[src/rtl/vga_sync_decoder_if.sv]
// Bundle of the raw sync stream entering the decoder and the recovered
// pixel coordinates, strobes and lock status leaving it.
//
// Stream semantics: hSync/vSync/blankB are sampled every vgaClk edge and
// carry no ready. pixelValid qualifies xPos/yPos/lineStart/frameStart for
// exactly the cycle it is high; there is no backpressure, so a consumer
// must take every valid pixel on the cycle it is presented.
interface vga_sync_decoder_if;
    logic       hSync;
    logic       vSync;
    logic       blankB;
    logic       pixelValid;
    logic [9:0] xPos;
    logic [9:0] yPos;
    logic       lineStart;
    logic       frameStart;
    logic       locked;
    logic       frameErr;
    logic [1:0] dbg_state;

    // Stream source side (generator or bench)
    modport master (
        output hSync, vSync, blankB,
        input  pixelValid, xPos, yPos, lineStart, frameStart,
        input  locked, frameErr, dbg_state
    );

    // Decoder side
    modport slave (
        input  hSync, vSync, blankB,
        output pixelValid, xPos, yPos, lineStart, frameStart,
        output locked, frameErr, dbg_state
    );
endinterface

[src/rtl/vga_sync_decoder.sv]
// Receive-side VGA sync decoder: recovers pixel coordinates and line/frame
// strobes from a raw hSync/vSync/blankB stream, checks each frame against
// the expected active geometry, and reports lock after LOCK_FRAMES good
// frames in a row. A watchdog on hSync drops lock if the stream stalls.
module vga_sync_decoder #(
    parameter logic [9:0]  HACTIVE     = 10'd640,
    parameter logic [9:0]  VACTIVE     = 10'd480,
    parameter logic [2:0]  LOCK_FRAMES = 3'd2,
    parameter logic [10:0] TIMEOUT     = 11'd1200
) (
    input  logic              vgaClk,
    input  logic              rst,
    vga_sync_decoder_if.slave bus
);

    typedef enum logic [1:0] {
        SEARCH = 2'd0,
        TRACK  = 2'd1,
        LOCKED = 2'd2
    } state_t;

    localparam logic [9:0]  CNT_MAX = 10'h3FF;
    localparam logic [10:0] WD_MAX  = 11'h7FF;

    // Input stage. The sync copies reset high (idle level) so that a stream
    // already mid-pulse or mid-line at reset release is not mistaken for a
    // fresh edge; only a genuine low-to-high blankB transition opens a line.
    logic hs1_q, vs1_q, bl1_q;

    // Line tracking and counters
    logic        in_line_q,   in_line_d;
    logic [9:0]  x_cnt_q,     x_cnt_d;
    logic [9:0]  y_cnt_q,     y_cnt_d;
    logic        bad_frame_q, bad_frame_d;
    logic [10:0] wd_cnt_q,    wd_cnt_d;

    // Lock FSM
    state_t      state_q,     state_d;
    logic [2:0]  good_cnt_q,  good_cnt_d;

    // Registered outputs
    logic        pixel_valid_q, pixel_valid_d;
    logic [9:0]  x_pos_q,       x_pos_d;
    logic [9:0]  y_pos_q,       y_pos_d;
    logic        line_start_q,  line_start_d;
    logic        frame_start_q, frame_start_d;
    logic        locked_q,      locked_d;
    logic        frame_err_q,   frame_err_d;

    // Edge events and derived conditions
    logic        h_edge, v_edge, act_rise, act_fall, pix;
    logic [10:0] line_w;
    logic        width_bad, frame_good, timeout;

    // Edge detection from raw input against its registered copy
    always_comb begin
        h_edge    = hs1_q & ~bus.hSync;
        v_edge    = vs1_q & ~bus.vSync;
        act_rise  = ~bl1_q & bus.blankB;
        // A fall only closes a line that was opened by a seen rise, so the
        // tail of a line cut by reset is neither counted nor width-checked.
        act_fall  = bl1_q & ~bus.blankB & in_line_q;
        pix       = bus.blankB & (act_rise | in_line_q);
        line_w    = {1'b0, x_cnt_q} + 11'd1;
        width_bad = act_fall & (line_w != {1'b0, HACTIVE});
        frame_good = ~bad_frame_q & (y_cnt_q == VACTIVE);
        timeout   = (wd_cnt_q >= TIMEOUT);
    end

    // Pixel/line counters, sticky geometry flag and hSync watchdog
    always_comb begin
        in_line_d   = in_line_q;
        x_cnt_d     = x_cnt_q;
        y_cnt_d     = y_cnt_q;
        bad_frame_d = bad_frame_q;
        wd_cnt_d    = wd_cnt_q;

        if (act_rise) begin
            in_line_d = 1'b1;
        end else if (!bus.blankB) begin
            in_line_d = 1'b0;
        end

        if (act_rise) begin
            x_cnt_d = 10'd0;
        end else if (pix && (x_cnt_q != CNT_MAX)) begin
            x_cnt_d = x_cnt_q + 10'd1;
        end

        // vSync clear wins over a coincident line increment
        if (v_edge) begin
            y_cnt_d = 10'd0;
        end else if (act_fall && (y_cnt_q != CNT_MAX)) begin
            y_cnt_d = y_cnt_q + 10'd1;
        end

        // The frame verdict is taken from the flag before this edge; the
        // flag then restarts clean for the frame that begins here.
        if (v_edge) begin
            bad_frame_d = 1'b0;
        end else if (width_bad) begin
            bad_frame_d = 1'b1;
        end

        if (h_edge) begin
            wd_cnt_d = 11'd0;
        end else if (wd_cnt_q != WD_MAX) begin
            wd_cnt_d = wd_cnt_q + 11'd1;
        end
    end

    // Lock FSM next-state and error strobe
    always_comb begin
        state_d     = state_q;
        good_cnt_d  = good_cnt_q;
        frame_err_d = 1'b0;

        if (timeout) begin
            state_d     = SEARCH;
            good_cnt_d  = 3'd0;
            frame_err_d = (state_q == LOCKED);
        end else begin
            case (state_q)
                SEARCH: begin
                    // The frame in progress is of unknown start; skip it.
                    good_cnt_d = 3'd0;
                    if (v_edge) begin
                        state_d = TRACK;
                    end
                end
                TRACK: begin
                    if (v_edge) begin
                        if (frame_good) begin
                            good_cnt_d = good_cnt_q + 3'd1;
                            if ((good_cnt_q + 3'd1) == LOCK_FRAMES) begin
                                state_d = LOCKED;
                            end
                        end else begin
                            good_cnt_d = 3'd0;
                        end
                    end
                end
                LOCKED: begin
                    if (v_edge && !frame_good) begin
                        state_d     = TRACK;
                        good_cnt_d  = 3'd0;
                        frame_err_d = 1'b1;
                    end
                end
                default: begin
                    state_d    = SEARCH;
                    good_cnt_d = 3'd0;
                end
            endcase
        end
    end

    // Output staging: coordinates are zeroed outside active pixels
    always_comb begin
        pixel_valid_d = pix;
        x_pos_d       = pix ? x_cnt_d : 10'd0;
        y_pos_d       = pix ? y_cnt_d : 10'd0;
        line_start_d  = act_rise;
        frame_start_d = act_rise & (y_cnt_d == 10'd0);
        locked_d      = (state_d == LOCKED);
    end

    // Input registers, counters and FSM state
    always_ff @(posedge vgaClk or negedge rst) begin
        if (!rst) begin
            hs1_q       <= 1'b1;
            vs1_q       <= 1'b1;
            bl1_q       <= 1'b1;
            in_line_q   <= 1'b0;
            x_cnt_q     <= 10'd0;
            y_cnt_q     <= 10'd0;
            bad_frame_q <= 1'b0;
            wd_cnt_q    <= 11'd0;
            state_q     <= SEARCH;
            good_cnt_q  <= 3'd0;
        end else begin
            hs1_q       <= bus.hSync;
            vs1_q       <= bus.vSync;
            bl1_q       <= bus.blankB;
            in_line_q   <= in_line_d;
            x_cnt_q     <= x_cnt_d;
            y_cnt_q     <= y_cnt_d;
            bad_frame_q <= bad_frame_d;
            wd_cnt_q    <= wd_cnt_d;
            state_q     <= state_d;
            good_cnt_q  <= good_cnt_d;
        end
    end

    // Output registers
    always_ff @(posedge vgaClk or negedge rst) begin
        if (!rst) begin
            pixel_valid_q <= 1'b0;
            x_pos_q       <= 10'd0;
            y_pos_q       <= 10'd0;
            line_start_q  <= 1'b0;
            frame_start_q <= 1'b0;
            locked_q      <= 1'b0;
            frame_err_q   <= 1'b0;
        end else begin
            pixel_valid_q <= pixel_valid_d;
            x_pos_q       <= x_pos_d;
            y_pos_q       <= y_pos_d;
            line_start_q  <= line_start_d;
            frame_start_q <= frame_start_d;
            locked_q      <= locked_d;
            frame_err_q   <= frame_err_d;
        end
    end

    assign bus.pixelValid = pixel_valid_q;
    assign bus.xPos       = x_pos_q;
    assign bus.yPos       = y_pos_q;
    assign bus.lineStart  = line_start_q;
    assign bus.frameStart = frame_start_q;
    assign bus.locked     = locked_q;
    assign bus.frameErr   = frame_err_q;
    assign bus.dbg_state  = state_q;

endmodule

[src/flat_wrapper.sv]
// flat-port wrapper written by rule: the top's interface ports become plain ports
module vga_sync_decoder_flat 
#(
    parameter logic [9:0]  HACTIVE     = 10'd640,
    parameter logic [9:0]  VACTIVE     = 10'd480,
    parameter logic [2:0]  LOCK_FRAMES = 3'd2,
    parameter logic [10:0] TIMEOUT     = 11'd1200
)
  (vgaClk, rst, bus_hSync, bus_vSync, bus_blankB, bus_pixelValid, bus_xPos, bus_yPos, bus_lineStart, bus_frameStart, bus_locked, bus_frameErr, bus_dbg_state);
  vga_sync_decoder_if bus_i ();
  input  logic vgaClk;
  input  logic rst;
  input wire logic [$bits(bus_i.hSync)-1:0] bus_hSync;
  input wire logic [$bits(bus_i.vSync)-1:0] bus_vSync;
  input wire logic [$bits(bus_i.blankB)-1:0] bus_blankB;
  output wire logic [$bits(bus_i.pixelValid)-1:0] bus_pixelValid;
  output wire logic [$bits(bus_i.xPos)-1:0] bus_xPos;
  output wire logic [$bits(bus_i.yPos)-1:0] bus_yPos;
  output wire logic [$bits(bus_i.lineStart)-1:0] bus_lineStart;
  output wire logic [$bits(bus_i.frameStart)-1:0] bus_frameStart;
  output wire logic [$bits(bus_i.locked)-1:0] bus_locked;
  output wire logic [$bits(bus_i.frameErr)-1:0] bus_frameErr;
  output wire logic [$bits(bus_i.dbg_state)-1:0] bus_dbg_state;
  assign bus_i.hSync = bus_hSync;
  assign bus_i.vSync = bus_vSync;
  assign bus_i.blankB = bus_blankB;
  assign bus_pixelValid = bus_i.pixelValid;
  assign bus_xPos = bus_i.xPos;
  assign bus_yPos = bus_i.yPos;
  assign bus_lineStart = bus_i.lineStart;
  assign bus_frameStart = bus_i.frameStart;
  assign bus_locked = bus_i.locked;
  assign bus_frameErr = bus_i.frameErr;
  assign bus_dbg_state = bus_i.dbg_state;
  vga_sync_decoder #(.HACTIVE(HACTIVE), .VACTIVE(VACTIVE), .LOCK_FRAMES(LOCK_FRAMES), .TIMEOUT(TIMEOUT)) u_core (.vgaClk(vgaClk), .rst(rst), .bus(bus_i));
endmodule
[config.mk]
export PLATFORM = sky130hd
export DESIGN_NAME = vga_sync_decoder_flat
export DESIGN_NICKNAME = d
export VERILOG_FILES = /design/src/rtl/vga_sync_decoder_if.sv /design/src/rtl/vga_sync_decoder.sv /design/src/flat_wrapper.sv
export SDC_FILE = /design/constraint.sdc
export NUM_CORES = 1
export LEC_CHECK = 0
export BUFFER_PORTS_ARGS = -buffer_cell sky130_fd_sc_hd__clkbuf_2
export CAP_MARGIN = 20
export CORE_UTILIZATION = 35
export CTS_BUF_LIST = sky130_fd_sc_hd__clkbuf_4
export DETAILED_ROUTE_END_ITERATION = 10
export SLEW_MARGIN = 20
export SYNTH_ARGS = -nofsm -noshare
export SYNTH_HDL_FRONTEND = slang
export SYNTH_SLANG_ARGS = --single-unit
[constraint.sdc]
create_clock -name vgaClk -period 4.1 [get_ports vgaClk]
set_clock_uncertainty 0.05 [all_clocks]
set_input_delay 0.82 -clock vgaClk [delete_from_list [all_inputs] [get_ports vgaClk]]
set_output_delay 0.82 -clock vgaClk [all_outputs]
set_load 0.03 [all_outputs]
==> flow_summary.yaml, run 1 <==
flow_run:
  max_cap_violations: 0
logic_synthesis:
  netlist_top_cells_count: "sky130_fd_sc_hd__dfrtp_1, sky130_fd_sc_hd__nor2_1, sky130_fd_sc_hd__nor3_1, sky130_fd_sc_hd__nand2_1, sky130_fd_sc_hd__inv_1"
  synth_warnings: 0
  syn_area_um2: 3060
  edff_count_synth: 0
  synth_area_leaders: "sky130_fd_sc_hd__dfrtp_1, sky130_fd_sc_hd__nor2_1, sky130_fd_sc_hd__xor2_1"
  share_of_the_synthesized_area_in_the_top_cell_type_pct: 51.5
  syn-mean-instance-area_um2: 10.6
  yosysMostFrequentCell: "sky130_fd_sc_hd__dfrtp_1"
  synth_cell_type_count: 54
  synth_top_cell_by_area: "sky130_fd_sc_hd__dfrtp_1"
  synth_cells: 289
  async_reset_ff_share_pct: 100
  synth_nets: 301
  sequential_element_share_of_the_synthesized_area_pct: 54.1
  synth_top_flop_cell: "sky130_fd_sc_hd__dfrtp_1"
  synth-seq-cells: 66
sta:
  slew_headroom_pct: 46.8
  achievable-frequency_mhz: 440
  rsz0062_at_grt: "false"
  hold_viol_final: 0
  finalCritPeriodShare_pct: 55.4
  finalSetupViolCount: 0
  finalCriticalPeriod_ps: 2270
  tns_ps: 0
  slew_of_the_pin_with_the_lowest_slew_margin_ps: 797
  finalMaxSlewViolations: 0
clock_tree:
  number_of_buffers_created_by_cts: 9
  clk_pin_slew_worst_paths_ps: 110
  h-tree-depth: 3
  cts.hold.buffers_added: 0
  cts_max_path_buffers: 2
  clk_latency_ps: 420
  tritoncts_num_sinks: 66
  ctsRootBufferMaster: "sky130_fd_sc_hd__clkbuf_4"
  cts.repair_timing.setup_buffer_count: 0
  ctsResizeCount: 0
  cts_tree: "built"
die:
  placeableCoreArea_um2: 8340
  fp-row-count: 33
  initial_core_util_pct: 36.7
  ios: 32
  chipHeight_um: 95.5
  dieArea_um2: 9120
  fp.dieW_um: 95.5
setup_path:
  timing_worst_setup_path_type: "flop to flop"
  cp_top_family: "simple AND/OR/NAND/NOR gates"
  rr_startpoint: "u_core.y_cnt_q[0]"
  worstSetupPathDepth: 7
  r2r_end: "u_core.bus.frameStart"
  timing.critical_path.arrival_ps: 2560
  setup.worst_path.start_class: "flop"
  worst_ep_required_time_ps: 4390
  reg2reg_depth: 7
  reg2reg_slack_ps: 1830
  worstPathBufferInverterCount: 0
  critical_path.max_fanout: 6
  timing.critical_path.slowest_cell_delay_ps: 490
  worstPathCellList: "ha_1 -> and3_4 -> a31oi_4 -> a21oi_1 -> a31oi_1 -> or4b_1 -> nor4_2"
  crit_path_top_delay_cell: "sky130_fd_sc_hd__or4b_1"
  critical_path.endpoint_type: "flop"
global_route:
  via_count_of_the_first_global_routing_pass: 2158
  grt_first_pass_wirelength_um: 10000
  antenna_found_initial: 0
  grt_max_degree: 32
  grt-ovfl-total: 0
  globalRouteTotalUtil_pct: 14.8
power:
  sequential_power_share_pct: 55.5
  internal_power_uw: 936
  leakage_power_total_uw: 0.00166
  comb_power_share_pct: 12.2
  power_switching_share_pct: 28.8
  vdd_drop_max_uv: 167
  net-switching-power_uw: 378
  clock_power_share_pct: 32.3
  power_density_nw_per_um2: 379
final_layout:
  antenna_cells_inserted: 0
  num-nets-final: 339
  drive_above_1_share_pct: 20.2
  instances_no_fill: 437
  area.growth.synth_to_final_pct: 13.2
drt:
  drt-wirelength-per-cell_um: 13.8
  antenna_left: 0
  drt_first_iter_violations: 71
  drt-pass1-iter-count: 4
  via_count: 2199
  drt-total-wl_um: 6040
  drc: 0
  routed_via_density: 5.03
worst_hold_path:
  hold_class: "primary input to async pin"
place:
  io_buffer_count: 31
  dpl.cell_count: 421
  hpwlAfterDp_um: 4150
  finalWeightedCongestion: 0.870
status:
  outcome: "finished, final reports clean"
-- cell type report --
cell class              count  area, um^2
clock inverters             6        57.6
fillers                   854        4880
well taps                 105         131
multi-input cells         202        1310
clock buffers              10        75.1
repair buffers             35         185
flip-flops and latches     66        1660
inverters                  13        48.8
-- per-layer routing --
metal  global-route usage (%)  share of wire [%]
met1                     20.4                 49
met2                     21.3                 45
met3                     2.79                2.9
met4                     8.96                2.8
met5                        0                  0
-- per-stage QoR --
| step | hold slack [ps] | area, um^2 | setup WS (ps) | total power, uW | util [%] |
|---|---|---|---|---|---|
| floorplan | 414 | 3060 | 1840 | 847 | - |
| global placement | 432 | 3330 | 1560 | 899 | 39.9 |
| detailed placement | 448 | 3330 | 1550 | 904 | 39.9 |
| CTS | 396 | 3460 | 1840 | 1330 | 41.5 |
| global route | 422 | 3460 | 1700 | 1380 | 41.5 |
| finish | 386 | 3460 | 1830 | 1310 | 41.5 |
-- placed cells by master (no fill, tap or decap), types with 3 or more instances in the layout --
cell	count
sky130_fd_sc_hd__xor2_1	11
sky130_fd_sc_hd__xnor2_1	8
sky130_fd_sc_hd__nand4_1	6
sky130_fd_sc_hd__ha_1	7
sky130_fd_sc_hd__buf_4	4
sky130_fd_sc_hd__nor3_1	16
sky130_fd_sc_hd__dfrtp_1	63
sky130_fd_sc_hd__and4_1	3
sky130_fd_sc_hd__a31oi_1	6
sky130_fd_sc_hd__and3_1	3
sky130_fd_sc_hd__mux2i_1	3
sky130_fd_sc_hd__inv_1	13
sky130_fd_sc_hd__nand2b_1	4
sky130_fd_sc_hd__a21oi_1	7
sky130_fd_sc_hd__nor2b_1	8
sky130_fd_sc_hd__nand3_1	10
sky130_fd_sc_hd__nand2_1	15
sky130_fd_sc_hd__nor2_1	39
sky130_fd_sc_hd__and2_1	8
sky130_fd_sc_hd__dfstp_2	3
sky130_fd_sc_hd__o21ai_0	4
sky130_fd_sc_hd__nor4_1	3
sky130_fd_sc_hd__clkbuf_2	30
sky130_fd_sc_hd__clkbuf_4	10
-- kinds of logic (layout without fill, tap and decap cells) --
group,Yosys count,after routing,share of synthesized area (%)
buffers and inverters,21,64,3.07
xor gates and xnor gates,19,19,5.44
AOI/OAI and AO/OA,36,36,8.59
muxes,6,6,2.21
DFF,66,66,54.1
adders and majority gates,7,7,2.86
and+or+nand+nor,134,134,23.7
-- state kept, by name, summed over array words and instances, names as in the netlist, 2 cells and up --
signal and flops:
u_core.y_cnt_q 10, u_core.bus.yPos 10, u_core.bus.xPos 10, u_core.wd_cnt_q 11
u_core.good_cnt_q 3, u_core.bus.dbg_state 2, u_core.x_cnt_q 10
-- power by group through the flow --
stage / clock, uW / sequential, uW / combinational [uW]
after floorplan: 0 / 754 / 92.6
after global placement: 0 / 741 / 158
after detailed placement: 0 / 742 / 161
after CTS: 434 / 730 / 163
after global routing: 458 / 738 / 183
final: 424 / 730 / 160
-- worst max path at each step --
| stage | start | end | slack (ps) |
|---|---|---|---|
| 6_report | u_core.y_cnt_q[0] | u_core.bus.frameStart | 1830 |
| 5_1_grt | u_core.y_cnt_q[0] | u_core.bus.frameStart | 1700 |
| 4_1_cts | u_core.y_cnt_q[0] | u_core.bus.frameStart | 1840 |
| 3_5_place_dp | bus_blankB | u_core.bus.frameStart | 1550 |
| 3_3_place_gp | bus_blankB | u_core.bus.frameStart | 1560 |
| 2_1_floorplan | bus_blankB | u_core.bus.frameStart | 1840 |
(Power assumes the default switching activity.)
==> inputs of run 2 (changes only) <==
clock period = 2.3 ns   (was 4.1 ns; I/O delays follow)
==> run 2 against run 1 <==
Count of clock-buffer cells in the layout stayed put. Largest power group unchanged. Total power grew 78%. First-iteration DRC count up 56%. Clock power is 77% higher. Final cell count rose by 2.7%. Die area did not move. Design area up 3.1%. Fmax grew 1.2%. Wire length fell by 0.27%. Sequential cell count unchanged.
==> flow_summary.yaml, run 2 (synthesized netlist as in run 1, its figures left out) <==
final_layout:
  registers.top_by_ff_count: "u_core.wd_cnt_q"
  seq_area_um2: 1660
  largest_register_ff_count: 11
  most-common-layout-cells: "sky130_fd_sc_hd__dfrtp_1, sky130_fd_sc_hd__nor2_1, sky130_fd_sc_hd__clkbuf_2, sky130_fd_sc_hd__nor3_1, sky130_fd_sc_hd__nand2_1"
  area.growth.synth_to_final_pct: 16.7
  drive_above_1_share_pct: 23.0
  instances_no_fill: 449
  area_of_combinational_cells_with_multiple_inputs_um2: 1310
  num-nets-final: 351
  commonest_non_fill_non_tap_cell_in_the_layout: "sky130_fd_sc_hd__dfrtp_1"
  antenna_cells_inserted: 0
  n_fill_cell: 812
setup_path:
  critical_path.endpoint_type: "flop"
  timing.critical_path.arrival_ps: 2510
  reg2reg_slack_ps: 60
  crit_path_top_delay_cell: "sky130_fd_sc_hd__or4b_1"
  timing.critical_path.slowest_cell_delay_ps: 480
  setup.worst_path.start_class: "flop"
  worst_ep_required_time_ps: 2560
  worstPathCellList: "ha_1 -> and3_4 -> a31oi_4 -> a21oi_1 -> a31oi_1 -> or4b_1 -> nor4_2"
  timing_worst_setup_path_type: "flop to flop"
  critical_path.max_fanout: 6
drt:
  routed_via_density: 5.00
  via_count: 2247
  drt_first_iter_violations: 111
  drc: 0
  antenna_left: 0
  drt-pass1-iter-count: 4
  drt-total-wl_um: 6020
  drt-wirelength-per-cell_um: 13.4
place:
  finalWeightedCongestion: 0.864
  io_buffer_count: 31
  dp_worst_setup_slack_ps: 63.0
  dpl.cell_count: 428
  hpwlAfterDp_um: 4040
worst_hold_path:
  hold_class: "primary input to flop"
clock_tree:
  ctsRootBufferMaster: "sky130_fd_sc_hd__clkbuf_4"
  tritoncts_num_sinks: 66
  cts_tree: "built"
  cts_max_path_buffers: 2
  clk_pin_slew_worst_paths_ps: 110
  h-tree-depth: 3
  number_of_buffers_created_by_cts: 9
  clk_latency_ps: 420
sta:
  finalMaxSlewViolations: 0
  slew_of_the_pin_with_the_lowest_slew_margin_ps: 538
  finalCritPeriodShare_pct: 97.6
  hold_viol_final: 0
  fin_ws_ps: 55.9
  slew_headroom_pct: 64.0
  finalCriticalPeriod_ps: 2240
  achievable-frequency_mhz: 446
  finalSetupViolCount: 0
flow_run:
  max_cap_violations: 0
global_route:
  globalRouteTotalUtil_pct: 15.0
  via_count_of_the_first_global_routing_pass: 2201
  grt-ovfl-total: 0
  antenna_found_initial: 0
  grt_max_degree: 67
  grt_first_pass_wirelength_um: 10200
power:
  power_density_nw_per_um2: 657
  leakage_power_total_uw: 0.00172
  vdd_drop_max_uv: 246
  report.power.total_uw: 2350
die:
  chipHeight_um: 95.5
  ios: 32
  fp.dieW_um: 95.5
  initial_core_util_pct: 36.7
  dieArea_um2: 9120
  placeableCoreArea_um2: 8340
  fp-row-count: 33
status:
  outcome: "finished, final reports clean"
run 2: cell count changes in the layout (fill, tap and decap cells not counted):
| cell | change |
|---|---|
| sky130_fd_sc_hd__buf_12 | +1 |
| sky130_fd_sc_hd__buf_4 | +10 |
| sky130_fd_sc_hd__dfrtp_1 | -1 |
| sky130_fd_sc_hd__dfrtp_2 | +1 |
| sky130_fd_sc_hd__dlygate4sd3_1 | +1 |
run 2: area by class of cell:
cell class                 instances  area share, %
tap                              105           3.68
timing repair buffer              47           8.13
inverter                          13           1.37
clock inverter                     6           1.61
multi-input combinational        202           36.7
clock buffer                      10           2.10
sequential                        66           46.4
run 2: timing repair:
| item | in CTS | in global routing |
|---|---|---|
| endpoints found under the hold margin | 61 | 0 |
| gates resized for setup | 0 | 1 |
| buffers inserted | 0 | 4 |
| setup endpoints to repair | 0 | 1 |
| hold buffers | 1 | 0 |
run 2: critical path: cells and delay by family, from the launching register on:
| family | cells | cell delay, ps |
|---|---|---|
| DFF | 1 | 460 |
| and+or+nand+nor | 3 | 870 |
| adders and majority gates | 1 | 240 |
| AOI/OAI and AO/OA | 3 | 530 |
run 2: metrics by stage:
step | instance area (um^2) | util (%) | TNS [ps] | hold slack [ps]
2_1_floorplan | 3060 | - | 0 | 114
3_3_place_gp | 3400 | 40.7 | 0 | 431
3_5_place_dp | 3400 | 40.7 | 0 | 436
4_1_cts | 3540 | 42.4 | 0 | 51.2
5_1_grt | 3570 | 42.8 | -29.8 | 55.3
6_report | 3570 | 42.8 | 0 | 75.2
run 2: routing by layer:
metal | vias to the layer above | share of wire [%] | global-route usage (%)
met2 | 47 | 45 | 22.3
met4 | 0 | 2.0 | 8.21
met1 | 1075 | 48 | 19.8
met5 | - | 0 | 0
met3 | 10 | 4.2 | 3.91
li1 | 1115 | - | -
run 2: worst paths after layout:
| kind | startpoint | to | depth (start not counted) |
|---|---|---|---|
| min reg2reg | u_core.good_cnt_q[2] | u_core.good_cnt_q[2] | 1 |
| max in group asynchronous | rst | u_core.hs1_q | 3 |
| min in group asynchronous | rst | u_core.y_cnt_q[3] | 3 |
| min | bus_hSync | u_core.hs1_q | 1 |
| max | u_core.y_cnt_q[0] | u_core.bus.frameStart | 7 |
| max reg2reg | u_core.y_cnt_q[0] | u_core.bus.frameStart | 7 |
run 2: power breakdown:
group | leakage [uW] | internal [uW] | switching (uW)
clock | 0.0000675 | 334 | 416
sequential | 0.000890 | 1230 | 64.9
combinational | 0.000763 | 111 | 186
total | 0.00172 | 1680 | 666
==> inputs of run 3 (changes only) <==
ABC_AREA = 1   (was default)
CTS_CLUSTER_SIZE = 8   (was default)
==> run 3 against run 2 <==
Count of clock-buffer cells in the layout did not move. Clock power rose by 3.3%. Worst setup slack improved by 260 ps. Synthesized cell count rose by 36%. Hold slack got worse by 12 ps. Utilization fell by 0.99 points. Register-to-register slack improved by 260 ps. Highest routed layer unchanged. Largest power group unchanged. First-iteration DRC count rose by 2.7%. Design area rose by 3.6%. Total power rose by 5.4%. Via count rose by 19%. Non-clock buffer count fell by 10.
==> flow_summary.yaml, run 3 <==
setup_path:
  worst_ep_required_time_ps: 2570
  rr_startpoint: "u_core.y_cnt_q[0]"
  reg2reg_depth: 9
  critical_path.max_fanout: 8
  crit_start: "u_core.y_cnt_q[0]"
  timing_worst_setup_path_type: "flop to flop"
  setup.worst_path.start_class: "flop"
  critical_path.endpoint_type: "flop"
  reg2reg_slack_ps: 320
  r2r_end: "u_core.bus.frameStart"
  timing.critical_path.arrival_ps: 2250
drt:
  drc: 0
  drt-total-wl_um: 6980
  drt-pass1-iter-count: 6
  via_count: 2667
  drt_first_iter_violations: 114
  antenna_left: 0
  drt-wirelength-per-cell_um: 12.7
  routed_via_density: 4.85
die:
  dieArea_um2: 9680
  placeableCoreArea_um2: 8850
  fp.dieW_um: 98.4
  initial_core_util_pct: 36.8
  ios: 32
  fp-row-count: 34
  chipHeight_um: 98.4
global_route:
  gr-usage-met1_pct: 21.8
  globalRouteTotalUtil_pct: 15.8
  met3_usage_pct: 3.55
  grt_max_degree: 50
  grt-ovfl-total: 0
  grt.busiest_layer: "met2"
  gr_met2_demand_resource_pct: 23.9
  antenna_found_initial: 0
  grt_first_pass_wirelength_um: 12100
  via_count_of_the_first_global_routing_pass: 2550
final_layout:
  area.growth.synth_to_final_pct: 13.7
  drive_above_1_share_pct: 17.2
  num-nets-final: 449
  largest_register_ff_count: 11
  most-common-layout-cells: "sky130_fd_sc_hd__nand2_1, sky130_fd_sc_hd__dfrtp_1, sky130_fd_sc_hd__inv_1, sky130_fd_sc_hd__nor2_1, sky130_fd_sc_hd__clkbuf_2"
  antenna_cells_inserted: 0
  final_area_um2: 3700
  n_fill_cell: 905
  commonest_non_fill_non_tap_cell_in_the_layout: "sky130_fd_sc_hd__nand2_1"
  registers.top_by_ff_count: "u_core.wd_cnt_q"
clock_tree:
  clk_pin_slew_worst_paths_ps: 120
  clk_latency_ps: 420
  tritoncts_num_sinks: 66
  ctsRootBufferMaster: "sky130_fd_sc_hd__clkbuf_4"
  cts_tree: "built"
  number_of_buffers_created_by_cts: 9
  cts.repair_timing.setup_buffer_count: 0
  h-tree-depth: 3
  cts_max_path_buffers: 2
logic_synthesis:
  synth_top_flop_cell: "sky130_fd_sc_hd__dfrtp_1"
  netlist_top_cells_count: "sky130_fd_sc_hd__nand2_1, sky130_fd_sc_hd__dfrtp_1, sky130_fd_sc_hd__inv_1, sky130_fd_sc_hd__nor2_1, sky130_fd_sc_hd__nand3_1"
  edff_count_synth: 0
  syn-mean-instance-area_um2: 8.26
  syn_area_um2: 3250
  synth_warnings: 0
  share_of_the_synthesized_area_in_the_top_cell_type_pct: 48.5
  synth_nets: 406
  synth_cell_type_count: 34
  synth_top_cell_by_area: "sky130_fd_sc_hd__dfrtp_1"
  async_reset_ff_share_pct: 100
  synth_area_leaders: "sky130_fd_sc_hd__dfrtp_1, sky130_fd_sc_hd__nand2_1, sky130_fd_sc_hd__inv_1"
  yosysMostFrequentCell: "sky130_fd_sc_hd__nand2_1"
  synth_cells: 394
  synth-seq-cells: 66
  sequential_element_share_of_the_synthesized_area_pct: 50.9
power:
  internal_power_uw: 1700
  clock_power_share_pct: 31.4
  power_switching_share_pct: 31.3
  sequential_power_share_pct: 53.5
  comb_power_share_pct: 15.1
  power_density_nw_per_um2: 668
  net-switching-power_uw: 774
  vdd_drop_max_uv: 315
  leakage_power_total_uw: 0.00201
status:
  outcome: "finished, final reports clean"
place:
  hpwlAfterDp_um: 5150
  finalWeightedCongestion: 0.834
  io_buffer_count: 31
  detailed_place.area_um2: 3550
flow_run:
  max_cap_violations: 0
sta:
  finalCritPeriodShare_pct: 86.2
  slew_headroom_pct: 69.3
  finalMaxSlewViolations: 0
  rsz0062_at_grt: "false"
  hold_viol_final: 0
  achievable-frequency_mhz: 504
  finalCriticalPeriod_ps: 1980
  worst_hold_slack_after_final_layout_ps: 63.0
  slew_of_the_pin_with_the_lowest_slew_margin_ps: 458
  tns_ps: 0
  finalSetupViolCount: 0
worst_hold_path:
  holdCritStartpoint: "bus_vSync"
  hold_class: "primary input to flop"
  worstHoldEndpoint: "u_core.vs1_q"
  min_delay_path_depth: 1
run 3: changes by cell type after synthesis, moves of 8 or more:
cell	change
sky130_fd_sc_hd__nor2_1	+12
sky130_fd_sc_hd__inv_1	+49
sky130_fd_sc_hd__xnor2_1	-8
sky130_fd_sc_hd__and2_1	-8
sky130_fd_sc_hd__nand3_1	+17
sky130_fd_sc_hd__nor2b_1	-8
sky130_fd_sc_hd__nand2_1	+72
sky130_fd_sc_hd__o21ai_0	+14
run 3: logic make-up (layout without fill, tap and decap cells):
group / Yosys count / after routing / share of synthesized area [%]
buffers and inverters: 68 / 116 / 8.46
AOI/OAI and AO/OA: 46 / 46 / 8.15
adders and majority gates: 7 / 7 / 2.69
xor gates and xnor gates: 4 / 4 / 1.08
DFF: 66 / 66 / 50.9
and+or+nand+nor: 203 / 203 / 28.7
run 3: cell type report:
| type | count | area (um^2) | share of cell area [%] |
|---|---|---|---|
| Tap cell | 108 | 135 | 3.65 |
| Clock buffer | 10 | 75.1 | 2.03 |
| Sequential cell | 66 | 1660 | 44.7 |
| Clock inverter | 6 | 57.6 | 1.56 |
| Multi-Input combinational cell | 260 | 1330 | 35.8 |
| Inverter | 63 | 236 | 6.39 |
| Timing Repair Buffer | 37 | 215 | 5.82 |
run 3: power by group through the flow:
| stage | clock network, uW | registers [uW] | logic [uW] |
|---|---|---|---|
| 2_1_floorplan | 0 | 1370 | 217 |
| 5_1_grt | 854 | 1340 | 423 |
| 3_3_place_gp | 0 | 1340 | 367 |
| 4_1_cts | 802 | 1320 | 378 |
| 6_report | 775 | 1320 | 374 |
| 3_5_place_dp | 0 | 1340 | 374 |
run 3: per-layer routing:
layer  part of all wire [%]  vias up
met4                    1.7        0
met5                      0        -
met2                     46       49
met3                    3.4       10
li1                       -     1336
met1                     49     1272
run 3: worst max path at each step:
stage / to / slack, ps
2_1_floorplan: u_core.bus.frameStart / 620
3_3_place_gp: u_core.x_cnt_q[1] / 410
3_5_place_dp: u_core.bus.xPos[5] / 330
4_1_cts: u_core.bus.xPos[1] / 300
5_1_grt: u_core.bus.xPos[4] / 70
6_report: u_core.bus.frameStart / 320
run 3: repair_timing:
item	4_1_cts	5_1_grt
hold endpoints to repair	16	0
hold buffers	1	0
endpoints found under the setup margin	0	5
gates resized for setup	0	1
run 3: worst max-delay path, cell delays in order (launching register included):
cell and delay, ps:
sky130_fd_sc_hd__dfrtp_1 490, sky130_fd_sc_hd__ha_1 300, sky130_fd_sc_hd__nand3_4 140, sky130_fd_sc_hd__nor2_8 50
sky130_fd_sc_hd__a21oi_1 330, sky130_fd_sc_hd__nand2_1 130, sky130_fd_sc_hd__a21oi_2 220, sky130_fd_sc_hd__nor2_1 60
sky130_fd_sc_hd__nand3_1 80, sky130_fd_sc_hd__nor2_1 40
run 3: stage by stage:
stage                     cells  utilization, %  power, uW  setup slack (ps)
final                       550            41.8       2470               317
after global routing        550            41.8       2610              70.9
after CTS                   550            41.8       2500               298
after detailed placement    533            40.2       1720               330
after global placement      533            40.2       1710               414
after floorplan             394               -       1590               616
